<file path="src/rtl/mode_switch_sequencer_if.sv">
// Mode switch sequencer bus: mode requests in, datapath control out.
// The sequencer takes the slave side; the selector/datapath the master side.
interface mode_switch_sequencer_if;
    logic [2:0]  current_mode;
    logic        mode_change;
    logic        pipe_idle;
    logic        clr_done;
    logic        pipe_halt;
    logic        buf_clr;
    logic        cfg_we;
    logic        cfg_addr;
    logic [15:0] cfg_data;
    logic        pipe_start;
    logic [2:0]  active_mode;
    logic        busy;
    logic        timeout_err;

    modport master (
        output current_mode,
        output mode_change,
        output pipe_idle,
        output clr_done,
        input  pipe_halt,
        input  buf_clr,
        input  cfg_we,
        input  cfg_addr,
        input  cfg_data,
        input  pipe_start,
        input  active_mode,
        input  busy,
        input  timeout_err
    );

    modport slave (
        input  current_mode,
        input  mode_change,
        input  pipe_idle,
        input  clr_done,
        output pipe_halt,
        output buf_clr,
        output cfg_we,
        output cfg_addr,
        output cfg_data,
        output pipe_start,
        output active_mode,
        output busy,
        output timeout_err
    );
endinterface

</file>
<file path="src/rtl/mode_switch_sequencer.sv">
// Halts, clears, reconfigures and restarts the analyzer datapath on
// every mode change; runs a mode-0 boot sequence after reset release.
module mode_switch_sequencer #(
    parameter int TIMEOUT_CYC = 1024,
    parameter int CNT_W       = 10
) (
    input  logic                    clk,
    input  logic                    rst_n,
    mode_switch_sequencer_if.slave  bus
);

    typedef enum logic [2:0] {
        S_IDLE,
        S_HALT,
        S_CLR_REQ,
        S_CLR_WAIT,
        S_CFG0,
        S_CFG1,
        S_START
    } state_t;

    localparam logic [CNT_W-1:0] CNT_LAST = CNT_W'(TIMEOUT_CYC - 1);

    state_t           state_q, state_d;
    logic [CNT_W-1:0] cnt_q, cnt_d;
    logic [2:0]       target_q, target_d;
    logic [2:0]       pend_mode_q, pend_mode_d;
    logic             pend_vld_q, pend_vld_d;
    logic             terr_q, terr_d;

    logic             halt_q;
    logic             clr_q;
    logic             we_q;
    logic             addr_q;
    logic [15:0]      data_q;
    logic             start_q;
    logic [2:0]       amode_q;
    logic             busy_q;

    logic             req_ok;
    logic             cnt_hit;
    logic             take_pend;
    logic             entry;
    logic             waiting;
    logic [15:0]      data_d;

    // Enable mask written as config word 0 for each mode.
    function automatic logic [15:0] word0(input logic [2:0] m);
        logic [15:0] w;
        w = 16'h0000;
        unique case (1'b1)
            (m == 3'd0): w = 16'h0003;
            (m == 3'd1): w = 16'h0005;
            (m == 3'd2): w = 16'h0009;
            (m == 3'd3): w = 16'h0013;
            (m == 3'd4): w = 16'h0023;
            (m == 3'd5): w = 16'h0040;
            default:     w = 16'h0000;
        endcase
        return w;
    endfunction

    // Next-state, target/pending bookkeeping and ack-wait counter.
    always_comb begin
        state_d     = state_q;
        target_d    = target_q;
        pend_mode_d = pend_mode_q;
        pend_vld_d  = pend_vld_q;
        terr_d      = terr_q;
        take_pend   = 1'b0;
        req_ok      = bus.mode_change && (bus.current_mode <= 3'd5);
        cnt_hit     = (cnt_q == CNT_LAST);

        unique case (state_q)
            S_IDLE: begin
                if (pend_vld_q) begin
                    take_pend = 1'b1;
                    state_d   = S_HALT;
                end else if (req_ok) begin
                    target_d  = bus.current_mode;
                    state_d   = S_HALT;
                end
            end
            S_HALT: begin
                if (bus.pipe_idle) begin
                    state_d = S_CLR_REQ;
                end else if (cnt_hit) begin
                    state_d = S_CLR_REQ;
                    terr_d  = 1'b1;
                end
            end
            S_CLR_REQ: state_d = S_CLR_WAIT;
            S_CLR_WAIT: begin
                if (bus.clr_done) begin
                    state_d = S_CFG0;
                end else if (cnt_hit) begin
                    state_d = S_CFG0;
                    terr_d  = 1'b1;
                end
            end
            S_CFG0: state_d = S_CFG1;
            S_CFG1: state_d = S_START;
            S_START: begin
                if (pend_vld_q) begin
                    take_pend = 1'b1;
                    state_d   = S_HALT;
                end else begin
                    state_d   = S_IDLE;
                end
            end
            default: state_d = S_IDLE;
        endcase

        if (take_pend) begin
            target_d   = pend_mode_q;
            pend_vld_d = 1'b0;
        end

        // A request that cannot start now is queued; latest one wins.
        if (req_ok && (state_q != S_IDLE || pend_vld_q)) begin
            pend_mode_d = bus.current_mode;
            pend_vld_d  = 1'b1;
        end

        entry = (state_d != state_q);
        if (entry && state_d == S_HALT) begin
            terr_d = 1'b0;
        end

        waiting = (state_q == S_HALT) || (state_q == S_CLR_WAIT);
        if (entry || !waiting) begin
            cnt_d = '0;
        end else begin
            cnt_d = cnt_q + 1'b1;
        end

        unique case (state_d)
            S_CFG0:  data_d = word0(target_d);
            S_CFG1:  data_d = {13'd0, target_d} + 16'd1;
            default: data_d = 16'h0000;
        endcase
    end

    // State, bookkeeping and outputs registered from the next state.
    always_ff @(posedge clk or negedge rst_n) begin
        if (!rst_n) begin
            state_q     <= S_IDLE;
            cnt_q       <= '0;
            target_q    <= 3'd0;
            pend_mode_q <= 3'd0;
            pend_vld_q  <= 1'b1;
            terr_q      <= 1'b0;
            halt_q      <= 1'b0;
            clr_q       <= 1'b0;
            we_q        <= 1'b0;
            addr_q      <= 1'b0;
            data_q      <= 16'h0000;
            start_q     <= 1'b0;
            amode_q     <= 3'd0;
            busy_q      <= 1'b0;
        end else begin
            state_q     <= state_d;
            cnt_q       <= cnt_d;
            target_q    <= target_d;
            pend_mode_q <= pend_mode_d;
            pend_vld_q  <= pend_vld_d;
            terr_q      <= terr_d;
            halt_q      <= (state_d == S_HALT) ||
                           (state_d == S_CLR_REQ) ||
                           (state_d == S_CLR_WAIT) ||
                           (state_d == S_CFG0) ||
                           (state_d == S_CFG1);
            clr_q       <= (state_d == S_CLR_REQ);
            we_q        <= (state_d == S_CFG0) || (state_d == S_CFG1);
            addr_q      <= (state_d == S_CFG1);
            data_q      <= data_d;
            start_q     <= (state_d == S_START);
            busy_q      <= (state_d != S_IDLE);
            if (state_d == S_START) begin
                amode_q <= target_d;
            end
        end
    end

    assign bus.pipe_halt   = halt_q;
    assign bus.buf_clr     = clr_q;
    assign bus.cfg_we      = we_q;
    assign bus.cfg_addr    = addr_q;
    assign bus.cfg_data    = data_q;
    assign bus.pipe_start  = start_q;
    assign bus.active_mode = amode_q;
    assign bus.busy        = busy_q;
    assign bus.timeout_err = terr_q;

endmodule

</file>
<file path="src/flat_wrapper.sv">
// flat-port wrapper written by rule: the top's interface ports become plain ports
module mode_switch_sequencer_flat 
#(
    parameter int TIMEOUT_CYC = 1024,
    parameter int CNT_W       = 10
)
  (clk, rst_n, bus_current_mode, bus_mode_change, bus_pipe_idle, bus_clr_done, bus_pipe_halt, bus_buf_clr, bus_cfg_we, bus_cfg_addr, bus_cfg_data, bus_pipe_start, bus_active_mode, bus_busy, bus_timeout_err);
  mode_switch_sequencer_if bus_i ();
  input  logic clk;
  input  logic rst_n;
  input wire logic [$bits(bus_i.current_mode)-1:0] bus_current_mode;
  input wire logic [$bits(bus_i.mode_change)-1:0] bus_mode_change;
  input wire logic [$bits(bus_i.pipe_idle)-1:0] bus_pipe_idle;
  input wire logic [$bits(bus_i.clr_done)-1:0] bus_clr_done;
  output wire logic [$bits(bus_i.pipe_halt)-1:0] bus_pipe_halt;
  output wire logic [$bits(bus_i.buf_clr)-1:0] bus_buf_clr;
  output wire logic [$bits(bus_i.cfg_we)-1:0] bus_cfg_we;
  output wire logic [$bits(bus_i.cfg_addr)-1:0] bus_cfg_addr;
  output wire logic [$bits(bus_i.cfg_data)-1:0] bus_cfg_data;
  output wire logic [$bits(bus_i.pipe_start)-1:0] bus_pipe_start;
  output wire logic [$bits(bus_i.active_mode)-1:0] bus_active_mode;
  output wire logic [$bits(bus_i.busy)-1:0] bus_busy;
  output wire logic [$bits(bus_i.timeout_err)-1:0] bus_timeout_err;
  assign bus_i.current_mode = bus_current_mode;
  assign bus_i.mode_change = bus_mode_change;
  assign bus_i.pipe_idle = bus_pipe_idle;
  assign bus_i.clr_done = bus_clr_done;
  assign bus_pipe_halt = bus_i.pipe_halt;
  assign bus_buf_clr = bus_i.buf_clr;
  assign bus_cfg_we = bus_i.cfg_we;
  assign bus_cfg_addr = bus_i.cfg_addr;
  assign bus_cfg_data = bus_i.cfg_data;
  assign bus_pipe_start = bus_i.pipe_start;
  assign bus_active_mode = bus_i.active_mode;
  assign bus_busy = bus_i.busy;
  assign bus_timeout_err = bus_i.timeout_err;
  mode_switch_sequencer #(.TIMEOUT_CYC(TIMEOUT_CYC), .CNT_W(CNT_W)) u_core (.clk(clk), .rst_n(rst_n), .bus(bus_i));
endmodule
</file>
<file path="config.mk">
export PLATFORM = sky130hd
export DESIGN_NAME = mode_switch_sequencer_flat
export DESIGN_NICKNAME = d
export VERILOG_FILES = /design/src/rtl/mode_switch_sequencer_if.sv /design/src/rtl/mode_switch_sequencer.sv /design/src/flat_wrapper.sv
export SDC_FILE = /design/constraint.sdc
export NUM_CORES = 1
export LEC_CHECK = 0
export BUFFER_PORTS_ARGS = -buffer_cell sky130_fd_sc_hd__buf_2
export CAP_MARGIN = 20
export CORE_UTILIZATION = 45
export DETAILED_ROUTE_END_ITERATION = 10
export GPL_TIMING_DRIVEN = 0
export PLACE_DENSITY_LB_ADDON = 0.08
export SLEW_MARGIN = 20
export SYNTH_ARGS = -nofsm -noshare
export SYNTH_HDL_FRONTEND = slang
export SYNTH_SLANG_ARGS = --single-unit
</file>
<file path="constraint.sdc">
create_clock -name clk -period 2.6 [get_ports clk]
set_clock_uncertainty 0.05 [all_clocks]
set_input_delay 0.78 -clock clk [delete_from_list [all_inputs] [get_ports clk]]
set_output_delay 0.78 -clock clk [all_outputs]
set_load 0.03 [all_outputs]
</file>
* Yosys cells after proc, flatten, opt, wreduce, memory -nomap -nowiden *
Cells that the tools add are included.
W data, S select, Z words.

storage, ports and cells
  flip-flop bits (word level) = 46
  input bits = 8
  word-level logic and storage cells = 82

cells by class
  add/sub/neg operators = 2
  order comparisons = 1
  equality and inequality tests = 21
  mux-type cells = 24
  reductions and logical operators = 20

operators with widths
  operator                 count
  $pmux W7 S6              1
  $pmux W16 S2             1
  $mux W3                  10
  $eq A3 B3 Y1 const B     8
  $pmux W3 S7              1
  $eq A3 B2 Y1 const B     6
  $add A10 B1 Y10 const B  1
  $eq A10 B10 Y1 const B   1
  $mux W10                 1
  $eq A3 B1 Y1 const B     3
  $mux W1                  9
  $reduce_bool A3 Y1       3
  $logic_or A1 B1 Y1       8
  $logic_not A3 Y1         2
  $ne A3 B2 Y1 const B     2
  $add A3 B1 Y4 const B    1
  $le A3 B3 Y1 const B     1
  $logic_and A1 B1 Y1      3
  $ne A3 B3 Y1             1
  $reduce_and A3 Y1        1
  $pmux W1 S2              1
  $reduce_bool A2 Y1       1
  $reduce_or A2 Y1         1
  $logic_not A1 Y1         1

* Logic depth before layout (Yosys ltp) *
  depth in word-level cells = 10
  depth in mapped cells = 10

* Least setup slack after synthesis *
Ideal clock, no wire load.

  kind = input to register
  start point = input port bus_mode_change
  end point = register u_core.data_q[0], in the netlist u_core.bus.cfg_data[0]
  setup time = 130 ps
  arrival = 2,599 ps
  required time = 2,420 ps
  setup slack = -180 ps
  stages = 8
  buffers on the path = 0
  cell sequence = a21boi_1 -> a21boi_0 -> o31ai_1 -> inv_2 -> ha_1 -> or2_2 -> a211oi_2 -> o22ai_1

on the way
  longest elaborated chain between the ends = 8

ends and longest elaborated chain
  item                                        RTL line                      RTL
  start, declared                             flat_wrapper.sv:12            input wire logic [$bits(bus_i.mode_change)-1:0] bus_mode_change;
  $logic_and A1 B1 Y1 *                       mode_switch_sequencer.sv:71   req_ok = bus.mode_change && (bus.current_mode <= 3'd5);
  $mux W3 *                                   mode_switch_sequencer.sv:79   end else if (req_ok) begin
  $mux W3 *                                   mode_switch_sequencer.sv:76   if (pend_vld_q) begin
  $mux W3 *                                   mode_switch_sequencer.sv:74   unique case (state_q)
  $mux W3 *                                   mode_switch_sequencer.sv:114  if (take_pend) begin
  via u_core.target_d[0]                      mode_switch_sequencer.sv:26   logic [2:0] target_q, target_d;
  $eq A3 B3 Y1, or another cell as far along  mode_switch_sequencer.sv:57   (m == 3'd5): w = 16'h0040;
  $pmux W7 S6                                 mode_switch_sequencer.sv:51   unique case (1'b1)
  $pmux W16 S2 *                              mode_switch_sequencer.sv:137  unique case (state_d)
  via u_core.data_d[0]                        mode_switch_sequencer.sv:45   logic [15:0] data_d;
  end signal, assigned                        mode_switch_sequencer.sv:176  data_q <= data_d;
  end, declared                               mode_switch_sequencer.sv:35   logic [15:0] data_q;

Mark *: on every way through the listed nets, which the timed path passes. The rest lies on a longest branch.
A chain may end at the register's enable or synchronous reset.

* Worst setup path in the final report *
  start point = register u_core.state_q[0]
  end point = register u_core.data_q[1], in the netlist u_core.bus.cfg_data[1]

on the way
  longest elaborated chain between the ends = 7

ends and longest elaborated chain
  item                                                     RTL line                      RTL
  start, declared                                          mode_switch_sequencer.sv:24   state_t state_q, state_d;
  start signal, assigned                                   mode_switch_sequencer.sv:162  state_q <= state_d;
  $eq A3 B3 Y1 / $logic_not A3 Y1 (equally long branches)  mode_switch_sequencer.sv:74
  $reduce_or A2 Y1 (no line)                               --
  $mux W1                                                  --
  $mux W3                                                  mode_switch_sequencer.sv:114
  $eq A3 B3 Y1, or another cell as far along               mode_switch_sequencer.sv:57
  $pmux W7 S6                                              mode_switch_sequencer.sv:51
  $pmux W16 S2 *                                           mode_switch_sequencer.sv:137
  via u_core.data_d[1]                                     mode_switch_sequencer.sv:45

Marked as above.

==> summary.txt <==
Power
  • Total power: 0.00256 W
  • Peak supply drop: 0.556 mV
  • Pwr/cell area: 1140 nW/µm²
  • Leakage: roughly 1.1 nW

Die
  • Die area: 4320 µm²
  • IO Pins: 34
  • Die height: approximately 66 µm
  • Cell Rows: 22
  • Core Region: 3770 µm²
  • Die width: 65.7 µm
  • Initial Utilization: 48.4%

STA
  • Minimum clock period: 2.53 ns
  • Final worst-path cycle share: 97.3%
  • Hold Slack: between 0.4 and 0.5 ns
  • Endpoints failing hold: 0
  • Max Clock Freq: slightly below 0.4 GHz
  • Measured slew at the worst slew-check pin: 0.812 ns
  • Max Slew Vio Count: 0
  • Finish-stage setup viols: 0
  • Rel. slew slack: 45.8%

Detailed routing
  • Post-DRT Antenna Nets: 0
  • Via count: roughly 1,400
  • Detailed Routing Iterations Pass 1: 4
  • DRC violations left: 0
  • Wirelength per Cell: 13.3 µm
  • Starting DRT DRC Count: 97
  • Drt total wl: approximately 3600 µm
  • Vias per cell: 5.07

Clocking
  • Num CTS Buffers: 5
  • CTS tree: built
  • Clk sinks: 37
  • Htree depth: 2
  • Clk_lat worst skew: 0.29 ns
  • Clock Path Buffers: 2
  • Clock slew at reported path FFs: 0.07 ns
  • Root Buffer: clkbuf_8

Worst setup path
  • Cells along the critical path: or4_4 -> nor3b_4 -> or2_2 -> a22oi_2 -> buf_4 -> ha_1 -> or2_2 -> o31ai_2 -> o22ai_1
  • Flop2flop setup slack: around 0.07 ns
  • Worst path slowest cell: or4_4
  • Critical R2R Capture: u_core.bus.cfg_data[1]$_DFF_PN0_
  • Critical path startpoint category: flip-flop
  • Critical Path Most Common Cell: or2_2
  • Class of the most critical setup path: reg -> reg
  • CP Buf/Inv Count: 1
  • Setup crit end kind: flip-flop
  • Worst Path Arrival: about 2.6 ns
  • R2R depth: 9
  • CP Max Fanout: 3
  • Max incr delay on CP: roughly 0.56 ns
  • RR Startpoint: u_core.state_q[0]$_DFF_PN0_
  • WP data required: between 2 and 3 ns
  • Critical path's top delay family: simple AND/OR/NAND/NOR gates

Global routing
  • First-pass GRT wire length: about 6000 µm
  • GRT met3 Usage: 6.42%
  • Most Crowded Layer GR: met2
  • Vias in the first global route: 1,335
  • Met2 usage: 29.6%
  • Grt met1 use: 23.9%
  • Largest net degree at the start of global routing: 38
  • Initial antenna violation count: 0
  • Global Route Usage Sum: 18.8%
  • Total gr overflow: 0

Logic synthesis
  • Largest area contributor in the synthesized netlist: dfrtp_1
  • Share of Yosys cell area claimed by the top area cell type: 49.3%
  • Main synth FF type: dfrtp_1
  • Ys Warns: 0
  • Synthesis-stage register bit count: 37
  • Count leader, synth: dfrtp_1
  • Mapped Cells: between 150 and 200
  • Syn Area/Cell: 10.3 µm²
  • Yosys cell types: between 40 and 50
  • Commonest cells in the synthesized netlist: dfrtp_1, nor2_1, nand2_1
  • Ys async rst share: 100%
  • Seq/Total Area, Yosys: approximately half
  • EDFF count, synth: 0
  • Top post-synthesis cells by area: dfrtp_1, buf_4, ha_1, nor2_1, nand2_1
  • Post-Syn Area: 1830 µm²

Cells and area
  • Fraction of layout cells with a size suffix above 1: roughly a third
  • Diode count: 0
  • Storage element area: 928 µm²
  • Area added between synthesis and finish: 23.2%
  • Fillers: 320
  • Multi-input combinational cell area: roughly 850 µm²
  • Nets: 237

Placement
  • Hpwl dp: 2550 µm
  • RePlAce Congestion: 0.813
  • PortBufs: 24

Worst hold path
  • Hold Path Cell Cnt: 2
  • Worst hold path class: reg -> reg
  • HP Start: u_core.bus.active_mode[2]$_DFFE_PN0P_
  • Hold-critical path endpoint: u_core.bus.active_mode[2]$_DFFE_PN0P_

Outcome
  • Status: finished, final reports clean

Run
  • Max Cap Violations: 0
==> metal layers <==
layer	wire length, µm	part of all wire (%)
met1	1670	46
met2	1710	47
met3	173	4.8
met4	51	1.4
met5	0	0
==> how the worst max path moves through the flow <==
stage                                     start                               end  slack (ns)  cells after the start
finish              u_core.state_q[0]$_DFF_PN0_  u_core.bus.cfg_data[1]$_DFF_PN0_        0.07                      9
global route        u_core.state_q[1]$_DFF_PN0_  u_core.bus.cfg_data[0]$_DFF_PN0_       -0.01                      9
global placement                bus_mode_change  u_core.bus.cfg_data[1]$_DFF_PN0_       -0.39                      9
CTS                 u_core.state_q[1]$_DFF_PN0_  u_core.bus.cfg_data[1]$_DFF_PN0_        0.01                      9
detailed placement              bus_mode_change  u_core.bus.cfg_data[1]$_DFF_PN0_       -0.42                      9
floorplan                       bus_mode_change  u_core.bus.cfg_data[0]$_DFF_PN0_        0.03                      8
==> cell families after synthesis <==
kind of cell / synth area share, %
AND/OR/NAND/NOR: 17.2
flip-flops: 50.8
AO/OA/AOI/OAI: 14.1
buffers and inverters: 7.13
XOR/XNOR: 4.73
adder cells (fa/ha/maj): 4.11
multiplexers: 1.78
other: 0.205
==> state kept, by name, indices dropped and copies added, names as in the netlist, 3 cells and up <==
signal and cells:
u_core.cnt_q 10, u_core.bus.cfg_data 7, u_core.bus.active_mode 3, u_core.pend_mode_q 3
u_core.state_q 3, u_core.target_q 3
==> power breakdown <==
part           total (W)  switching (W)  internal, W
sequential      0.000813      0.0000792     0.000733
combinational    0.00124       0.000770     0.000465
clock           0.000515       0.000202     0.000313
==> what timing repair did <==
item,4_1_cts,5_1_grt
hold buffers,0,0
gates cloned,0,0
buffers inserted,5,1
setup endpoints to repair,2,2
resized for setup,3,8
pin swaps,2,3
==> cell type report <==
cell class	instances	area share (%)
multi-input cells	125	37.7
repair buffers	30	7.34
clock buffers	7	3.84
clock inverters	1	1.33
inverters	10	1.67
well taps	48	2.67
flip-flops and latches	37	41.3
plain buffers	14	4.23
==> cell usage in the layout (no fill, tap or decap), drive strengths merged, types with 3 or more instances in the layout <==
cell type / netlist / layout
o31ai: 5 / 5
a21oi: 7 / 7
or2: 3 / 3
clkbuf: 2 / 9
inv: 10 / 10
ha: 6 / 6
buf: 12 / 42
xor2: 5 / 5
o21ai: 7 / 7
and3: 3 / 3
nand3: 7 / 7
dfrtp: 36 / 36
conb: 1 / 9
nor2: 20 / 20
a31oi: 3 / 3
xnor2: 4 / 4
nand2: 16 / 16
==> per-stage QoR <==
step                area (µm²)  setup WS, ns  setup TNS (ns)  utilization [%]  cells
floorplan                 1860        0.0336               0                -    186
global placement          2040        -0.387           -1.04             54.2    258
detailed placement        2040        -0.416           -1.17             54.2    258
CTS                       2210        0.0112               0             58.7    271
global route              2250       -0.0110         -0.0169             59.7    272
finish                    2250        0.0698               0             59.7    272
==> worst min-delay path, cell delays in order (launching register included) <==
cell and delay (ns):
dfrtp_1 0.34, nand2_1 0.04, o21ai_0 0.06
Note: power is estimated with default switching activity, not from simulation.
